<file path="config.mk">
export PLATFORM = sky130hd
export DESIGN_NAME = rf_forest_engine
export DESIGN_NICKNAME = d
export VERILOG_FILES = /design/src/rtl/rf_forest_engine.sv
export SDC_FILE = /design/constraint.sdc
export NUM_CORES = 2
export LEC_CHECK = 0
export ABC_CLOCK_PERIOD_IN_PS = 18860
export CAP_MARGIN = 10
export CORE_MARGIN = 8
export CORE_UTILIZATION = 30
export DETAILED_ROUTE_END_ITERATION = 6
export PLACE_DENSITY_LB_ADDON = 0.3
export SYNTH_ARGS = -nofsm -noshare
export SYNTH_HDL_FRONTEND = slang
export SYNTH_SLANG_ARGS = --single-unit
</file>
<file path="constraint.sdc">
create_clock -name clk -period 18.86 [get_ports clk]
set_clock_uncertainty 0.05 [all_clocks]
set_input_delay 1.886 -clock clk [delete_from_list [all_inputs] [get_ports clk]]
set_output_delay 1.886 -clock clk [all_outputs]
set_load 0.03 [all_outputs]
</file>
<file path="src/rtl/rf_forest_engine.sv">
// Random-forest classifier core: walks run-time-loaded binary trees, one node per cycle, then majority-votes.
// Optional macro RF_FOREST_VOTES_EN adds the win_votes output (vote count of the winning class).
module rf_forest_engine #(
  parameter int unsigned NUM_TREES    = 5,
  parameter int unsigned TREE_DEPTH   = 4,
  parameter int unsigned NUM_FEATURES = 11,
  parameter int unsigned FEAT_W       = 16,
  parameter int unsigned NUM_CLASSES  = 2,
  localparam int unsigned TREE_W  = (NUM_TREES > 1) ? $clog2(NUM_TREES) : 1,
  localparam int unsigned FIDX_W  = (NUM_FEATURES > 1) ? $clog2(NUM_FEATURES) : 1,
  localparam int unsigned CLASS_W = (NUM_CLASSES > 1) ? $clog2(NUM_CLASSES) : 1,
  localparam int unsigned VOTE_W  = $clog2(NUM_TREES + 1)
) (
  input  logic                             clk,
  input  logic                             reset,
  input  logic                             start_traversal,
  input  logic [NUM_FEATURES*FEAT_W-1:0]   features,
  input  logic                             cfg_we,
  input  logic                             cfg_leaf,
  input  logic [TREE_W-1:0]                cfg_tree,
  input  logic [TREE_DEPTH-1:0]            cfg_addr,
  input  logic [FIDX_W-1:0]                cfg_feat,
  input  logic [FEAT_W-1:0]                cfg_thresh,
  input  logic [CLASS_W-1:0]               cfg_label,
  output logic                             busy,
  output logic                             done,
`ifdef RF_FOREST_VOTES_EN
  output logic [VOTE_W-1:0]                win_votes,
`endif
  output logic [CLASS_W-1:0]               final_label
);

  localparam int unsigned NUM_NODES  = (1 << TREE_DEPTH) - 1;
  localparam int unsigned NUM_LEAVES = 1 << TREE_DEPTH;
  localparam int unsigned NODE_W     = TREE_DEPTH + 1;
  localparam int unsigned LEVEL_W    = (TREE_DEPTH > 1) ? $clog2(TREE_DEPTH) : 1;

  typedef enum logic [1:0] {IDLE, WALK, LEAF, DECIDE} state_t;

  state_t                          state;
  logic [TREE_W-1:0]               tree;
  logic [NODE_W-1:0]               node;
  logic [LEVEL_W-1:0]              level;
  logic [NUM_FEATURES*FEAT_W-1:0]  feat_q;
  logic [VOTE_W-1:0]               votes [NUM_CLASSES];

  logic [FIDX_W-1:0]               node_feat_mem   [NUM_TREES][NUM_NODES];
  logic [FEAT_W-1:0]               node_thresh_mem [NUM_TREES][NUM_NODES];
  logic [CLASS_W-1:0]              leaf_label_mem  [NUM_TREES][NUM_LEAVES];

  logic [FIDX_W-1:0]               cur_fidx;
  logic signed [FEAT_W-1:0]        cur_feat;
  logic signed [FEAT_W-1:0]        cur_thresh;
  logic                            go_left;
  logic [NODE_W-1:0]               next_node;
  logic [TREE_DEPTH-1:0]           leaf_idx;
  logic [CLASS_W-1:0]              leaf_label;
  logic                            leaf_valid;
  logic [CLASS_W-1:0]              best_class;
  logic [VOTE_W-1:0]               best_votes;

  // Config port: writes land only while idle and only for in-range entries
  always_ff @(posedge clk) begin
    if (state == IDLE && cfg_we && 32'(cfg_tree) < NUM_TREES) begin
      if (cfg_leaf) begin
        leaf_label_mem[cfg_tree][cfg_addr] <= cfg_label;
      end else if (32'(cfg_addr) < NUM_NODES) begin
        node_feat_mem[cfg_tree][cfg_addr]   <= cfg_feat;
        node_thresh_mem[cfg_tree][cfg_addr] <= cfg_thresh;
      end
    end
  end

  // Current node compare; an out-of-range feature index reads as zero
  always_comb begin
    cur_fidx   = node_feat_mem[tree][node[TREE_DEPTH-1:0]];
    cur_thresh = node_thresh_mem[tree][node[TREE_DEPTH-1:0]];
    cur_feat   = '0;
    for (int i = 0; i < NUM_FEATURES; i++) begin
      if (cur_fidx == FIDX_W'(i)) cur_feat = feat_q[i*FEAT_W +: FEAT_W];
    end
    go_left   = (cur_feat <= cur_thresh);
    next_node = {node[NODE_W-2:0], 1'b0} + (go_left ? NODE_W'(1) : NODE_W'(2));
  end

  always_comb begin
    leaf_idx   = TREE_DEPTH'(node - NODE_W'(NUM_NODES));
    leaf_label = leaf_label_mem[tree][leaf_idx];
    leaf_valid = (32'(leaf_label) < NUM_CLASSES);
  end

  // Argmax with strict greater-than so ties keep the lowest class index
  always_comb begin
    best_class = '0;
    best_votes = votes[0];
    for (int c = 1; c < NUM_CLASSES; c++) begin
      if (votes[c] > best_votes) begin
        best_class = CLASS_W'(c);
        best_votes = votes[c];
      end
    end
  end

  always_ff @(posedge clk) begin
    if (reset) begin
      state       <= IDLE;
      busy        <= 1'b0;
      done        <= 1'b0;
      final_label <= '0;
      tree        <= '0;
      node        <= '0;
      level       <= '0;
      for (int c = 0; c < NUM_CLASSES; c++) votes[c] <= '0;
`ifdef RF_FOREST_VOTES_EN
      win_votes   <= '0;
`endif
    end else begin
      done <= 1'b0;
      case (state)
        IDLE: begin
          if (start_traversal) begin
            feat_q <= features;
            busy   <= 1'b1;
            tree   <= '0;
            node   <= '0;
            level  <= '0;
            for (int c = 0; c < NUM_CLASSES; c++) votes[c] <= '0;
            state  <= WALK;
          end
        end
        WALK: begin
          node <= next_node;
          if (level == LEVEL_W'(TREE_DEPTH - 1)) begin
            level <= '0;
            state <= LEAF;
          end else begin
            level <= level + LEVEL_W'(1);
          end
        end
        LEAF: begin
          if (leaf_valid && votes[leaf_label] != '1) begin
            votes[leaf_label] <= votes[leaf_label] + VOTE_W'(1);
          end
          if (tree == TREE_W'(NUM_TREES - 1)) begin
            state <= DECIDE;
          end else begin
            tree  <= tree + TREE_W'(1);
            node  <= '0;
            level <= '0;
            state <= WALK;
          end
        end
        DECIDE: begin
          final_label <= best_class;
`ifdef RF_FOREST_VOTES_EN
          win_votes   <= best_votes;
`endif
          done        <= 1'b1;
          busy        <= 1'b0;
          state       <= IDLE;
        end
        default: state <= IDLE;
      endcase
    end
  end

endmodule

</file>
# --- Word-level counts from Yosys, hierarchy flattened ---
# Memory sizes are Yosys's and may differ from the RTL's. A register that Yosys moved wholly into a read port is not among the register bits.
# Index checks and enable logic that the tools add are counted.
# Widths: inputs -> output; s select.
op_classes:
  addsub: 5
  n_lt_le_gt_ge: 8
  n_eq_ne: 19
  n_mux: 74
  n_bitwise: 6
  n_reduce_logical: 14
op_table:
  columns: ["op", "count"]
  rows:
  - ["$mux 16", 15]
  - ["$mux 240", 1]
  - ["$bmux 16 s4", 1]
  - ["$demux 16 s4", 1]
  - ["$mux 60", 1]
  - ["$mux 3", 11]
  - ["$mux 1", 23]
  - ["$mux 4", 5]
  - ["$bmux 4 s4", 1]
  - ["$demux 4 s4", 1]
  - ["$eq 4x3->1 const B", 4]
  - ["$le 16x16->1", 1]
  - ["$ge 5x5->1 const B", 3]
  - ["$not 4->5", 3]
  - ["$mux 2", 7]
  - ["$eq 4x4->1 const B", 3]
  - ["$pmux 4 s3", 1]
  - ["$reduce_and 3->1", 3]
  - ["$eq 4x2->1 const B", 2]
  - ["$pmux 2 s4", 1]
  - ["$add 3x1->3 const B", 2]
  - ["$eq 2x2->1 const B", 3]
  - ["$ne 2x2->1 const B", 3]
  - ["$pmux 2 s3", 1]
  - ["other kinds (24)", 29]
totals:
  ff_bits: 190
  ramBits: 1586
  input_bits: 209
  mem_count: 4
memory_table:
  columns: ["name", "words", "word_bits", "rd", "rd_clocked_by_memory_dff", "write_ports", "line_no", "source"]
  rows:
  - ["node_thresh_mem", 5, 240, 1, 1, 1, "48", "logic [FEAT_W-1:0] node_thresh_mem [NUM_TREES][NUM_NODES];"]
  - ["node_feat_mem", 5, 60, 1, 1, 1, "47", "logic [FIDX_W-1:0] node_feat_mem [NUM_TREES][NUM_NODES];"]
  - ["leaf_label_mem", 5, 16, 1, 1, 1, "49", "logic [CLASS_W-1:0] leaf_label_mem [NUM_TREES][NUM_LEAVES];"]
  - ["votes", 2, 3, 3, 0, 2, "45", "logic [VOTE_W-1:0] votes [NUM_CLASSES];"]

# --- Longest topological paths before layout ---
depth:
  ltp_word: 20
  depth_mapped: 32
  mapped_depth_nobuf: 26

# --- Least setup slack after synthesis ---
# OpenSTA, ideal clock, no wires.
synth_timing:
  path_type: "input port to flip-flop"
  from: "in reset"
  to: "reg feat_q[0], enable pin"
  setup_ns: 0.715
  t_arrival_ns: 9.577
  required_time_ns: 18.095
  slack_ns: 8.518
  path_stages: 3
  cell_sequence: "clkbuf_1 clkbuf_1 nor2_1"
synth_between:
  elab_chain_len: 2
synth_lines:
  columns: ["element", "line_no", "source"]
  rows:
  - ["start: declaration", "15", "input logic reset,"]
  - ["$not 1->1 (no line)", null, null]
  - ["$reduce_and 3->1 (no line)", null, null]
  - ["end signal: assignment", "122", "feat_q <= features;"]
  - ["end: declaration", "44", "logic [NUM_FEATURES*FEAT_W-1:0] feat_q;"]
# No other way between the ends.
# A chain may end at the register's enable or synchronous reset.

==> out/results.tsv <==
stage	metric	value	unit
synthesis	synthSimpleGateAreaFrac	2.85	%
clock_tree	clock_sinks	1779	
synthesis	synth_cells	3337	
synthesis	synth_top_family_by_area	multiplexers	
pwr	power-per-cell-area	105	nW/um2
clock_tree	cts_root_buffer	clkbuf_16	
clock_tree	ctsResizeCount	0	
sta	tightest_slew	1.44	ns
routing	vias	34900	
synthesis	synthArstFlopShare	0	%
sta	setup_tns	0	ns
sta	hold_violations	0	
grt	grt_antenna_before_repair	22	
sta	fin_crit_sh	49.2	%
grt	grt_max_degree	106	
synthesis	synthFlopType	edfxtp_1	
worst_setup_path	crit_path_top_delay_cell	buf_4	
layout	final_common_cell	edfxtp_1	
synthesis	yosys.area_share.xor_xnor	0.0501	%
synthesis	ys_seq_elements	1779	
worst_setup_path	start_kind	register	
sta	slew-limit-headroom	3.87	%
routing	wl_per_cell	27.6	um
clock_tree	hold_buffers	0	
clock_tree	cts_buffer_depth	3	
pwr	ir_drop	0.0922	mV
synthesis	synthesis.area	69900	um2
floorplanning	rows	177	
flow_run	max-cap-violations	0	
synthesis	yosysSeqAreaShare	76.2	%
layout	layout-drive-gt1-share	24.6	%
synthesis	synth_edf_count	1762	
synthesis	synth.distinct_cells	82	
synthesis	synth_fa_ha_area_share	0.483	%
worst_setup_path	r2r_cells	30	
clock_tree	clk_pin_slew	0.06	ns
layout	fin_nets	3918	
sta	maxSlewViolCount	0	
worst_setup_path	reg2reg_to	node[3]	
routing	drt_iter0_drc	3451	
layout	mostFrequentLayoutCells	1762 x edfxtp_1, 409 x mux4_2, 190 x clkdlybuf4s50_1	
worst_setup_path	crit_type	reg2reg	
floorplanning	io_pins	212	
pwr	total_power	8590	uW
grt	track_usage	14.8	%
grt	grtUsageMet2	23.7	%
worst_setup_path	crit_required	19.54	ns
synthesis	synth-compound-area-share	2.91	%
sta	fin_crit	9.28	ns
synthesis	synthMuxAreaShare	16.1	%
worst_setup_path	critPathCaptureType	register	
floorplanning	start_util	30.1	%
worst_setup_path	max_stage_delay	0.78	ns
sta	setup_viol	0	
floorplanning	dieWidth	499	um
worst_setup_path	rrSetupSlack	9.58	ns
grt	grt_pass1_wl	269000	um
synthesis	yosys_warnings	0	
sta	max_freq	0.108	GHz
clock_tree	h-tree-depth	4	
routing	via_per_inst	5.07	
worst_setup_path	crit_top_cell	buf_4	
clock_tree	cts_made_buffers	186	
grt	grtUsageMet3	2.98	%
placed_design	dpl.hpwl	111000	um
worst_setup_path	cp_max_fo	65	
grt	grt_remaining_overflow	0	
worst_setup_path	cp-endpoint	node[3]	
sta	rsz0062_at_grt	false	
layout	fill_cells	21500	
grt	grt_pass1_vias	35200	
clock_tree	insertion_delay	0.81	ns
placed_design	place.gp.congestion	0.895	
layout	syn_to_final_growth	17.0	%
routing	drcViolationCount	0	
grt	gr-max-usage-layer	met2	
floorplanning	die_y	499	um
outcome	outcome	finished clean	
synthesis	syn_nets	3573	
clock_tree	cts_setup_buffers	0	
placed_design	port_buffers	211	
routing	ant_nets	0	
routing	dr.pass1.iters	5	
hold_path	hold_class	reg2reg	
floorplanning	core	232000	um2
clock_tree	cts_tree	done	
worst_setup_path	critPathArrivalTime	9.96	ns
grt	grt.met1_usage	20.7	%
synthesis	postSynthAreaPerCell	20.9	um2
pwr	p_leak	0.0248	uW
floorplanning	fp.dieArea	249000	um2
routing	finalWirelength	190000	um
per-stage QoR:
step	setup WS (ns)	instance area, um2	hold WS, ns	cells	util [%]
2_1_floorplan	8.52	69900	0.420	3337	-
5_1_grt	9.13	81800	0.482	6872	35.2
4_1_cts	9.67	81800	0.444	6870	35.2
3_5_place_dp	9.74	76000	0.437	6536	32.8
3_3_place_gp	9.76	76000	0.426	6536	32.8
6_report	9.58	81800	0.443	6882	35.2
synth_stat cells (5+ instances only):
| master | number | area share (%) |
|---|---|---|
| ha_1 | 27 | 0.48 |
| edfxtp_1 | 1762 | 76 |
| a211oi_1 | 25 | 0.27 |
| or3_1 | 5 | 0.045 |
| o21ai_0 | 65 | 0.47 |
| o221ai_1 | 8 | 0.10 |
| nand2_1 | 120 | 0.64 |
| mux4_2 | 409 | 13 |
| a222oi_1 | 8 | 0.11 |
| nand3_1 | 15 | 0.11 |
| mux2i_1 | 103 | 1.5 |
| buf_6 | 5 | 0.081 |
| a211o_1 | 5 | 0.063 |
| a31oi_1 | 5 | 0.045 |
| nor2b_1 | 23 | 0.21 |
| buf_2 | 66 | 0.47 |
| nor3_1 | 11 | 0.079 |
| o211ai_1 | 9 | 0.097 |
| o22ai_1 | 25 | 0.22 |
| a21o_1 | 10 | 0.11 |
| nand4_1 | 11 | 0.098 |
| o22a_1 | 6 | 0.075 |
| buf_4 | 16 | 0.17 |
| nor2_1 | 229 | 1.2 |
| mux2_2 | 32 | 0.52 |
| dfxtp_1 | 17 | 0.49 |
| a221oi_1 | 5 | 0.063 |
| mux4_1 | 22 | 0.83 |
| a21oi_1 | 58 | 0.42 |
| a22oi_1 | 23 | 0.25 |
| inv_1 | 17 | 0.091 |
| clkbuf_1 | 58 | 0.31 |
| buf_1 | 31 | 0.17 |
| a32oi_1 | 5 | 0.063 |
| a32o_1 | 5 | 0.072 |
| a311oi_1 | 6 | 0.075 |
state kept, by name (all words and copies together), names as in the netlist, named ones only:
signal	flops
busy	1
final_label	1
state	2
level	2
leaf_label_mem	80
node	4
node_feat_mem	300
node_thresh_mem	1200
tree	3
votes	6
done	1
feat_q	176
metal layers:
| layer | vias to the layer above | part of all wire [%] |
|---|---|---|
| li1 | 14600 | - |
| met1 | 18700 | 44 |
| met2 | 1266 | 47 |
| met3 | 248 | 6.5 |
| met4 | 12 | 2.3 |
| met5 | - | 0.042 |
cell families after synthesis:
| logic type | count (synthesis) |
|---|---|
| compound gates | 301 |
| xor+xnor | 4 |
| fa+ha+maj | 27 |
| buf+inv | 203 |
| flops | 1779 |
| mux | 569 |
| simple gates | 454 |
worst min-delay path by stage:
stage | start | end | slack, ns | depth (start not counted)
floorplan | level[1] | level[1] | 0.42 | 2
global placement | final_label | final_label | 0.43 | 2
detailed placement | final_label | final_label | 0.44 | 2
CTS | final_label | final_label | 0.44 | 2
global route | final_label | final_label | 0.48 | 2
finish | final_label | final_label | 0.44 | 2
final cells by class:
class | count | area (um2) | share of cell area, %
repair buffers | 338 | 3000 | 3.66
clock buffers | 247 | 4950 | 6.05
diodes | 11 | 27.5 | 0.0336
flip-flops and latches | 1779 | 53300 | 65.1
multi-input cells | 1355 | 15900 | 19.4
inverters | 22 | 87.6 | 0.107
clock inverters | 87 | 782 | 0.956
well taps | 3043 | 3810 | 4.65
power breakdown:
part	total (uW)	internal, uW	switching [uW]
Combinational	709	262	446
Clock	3490	1980	1510
Sequential	4390	4370	23.0
Total	8590	6610	1980
worst max-delay path: cells and delay by family, from the launching register on:
family	cells	cell delay (ns)
flip-flops	1	0.47
XOR/XNOR	2	0.35
buffers and inverters	5	3.31
AO/OA/AOI/OAI	12	1.93
multiplexers	1	0.34
adder cells (fa/ha/maj)	3	0.61
AND/OR/NAND/NOR	7	1.97
No activity file was read; power rests on OpenSTA's default activity.
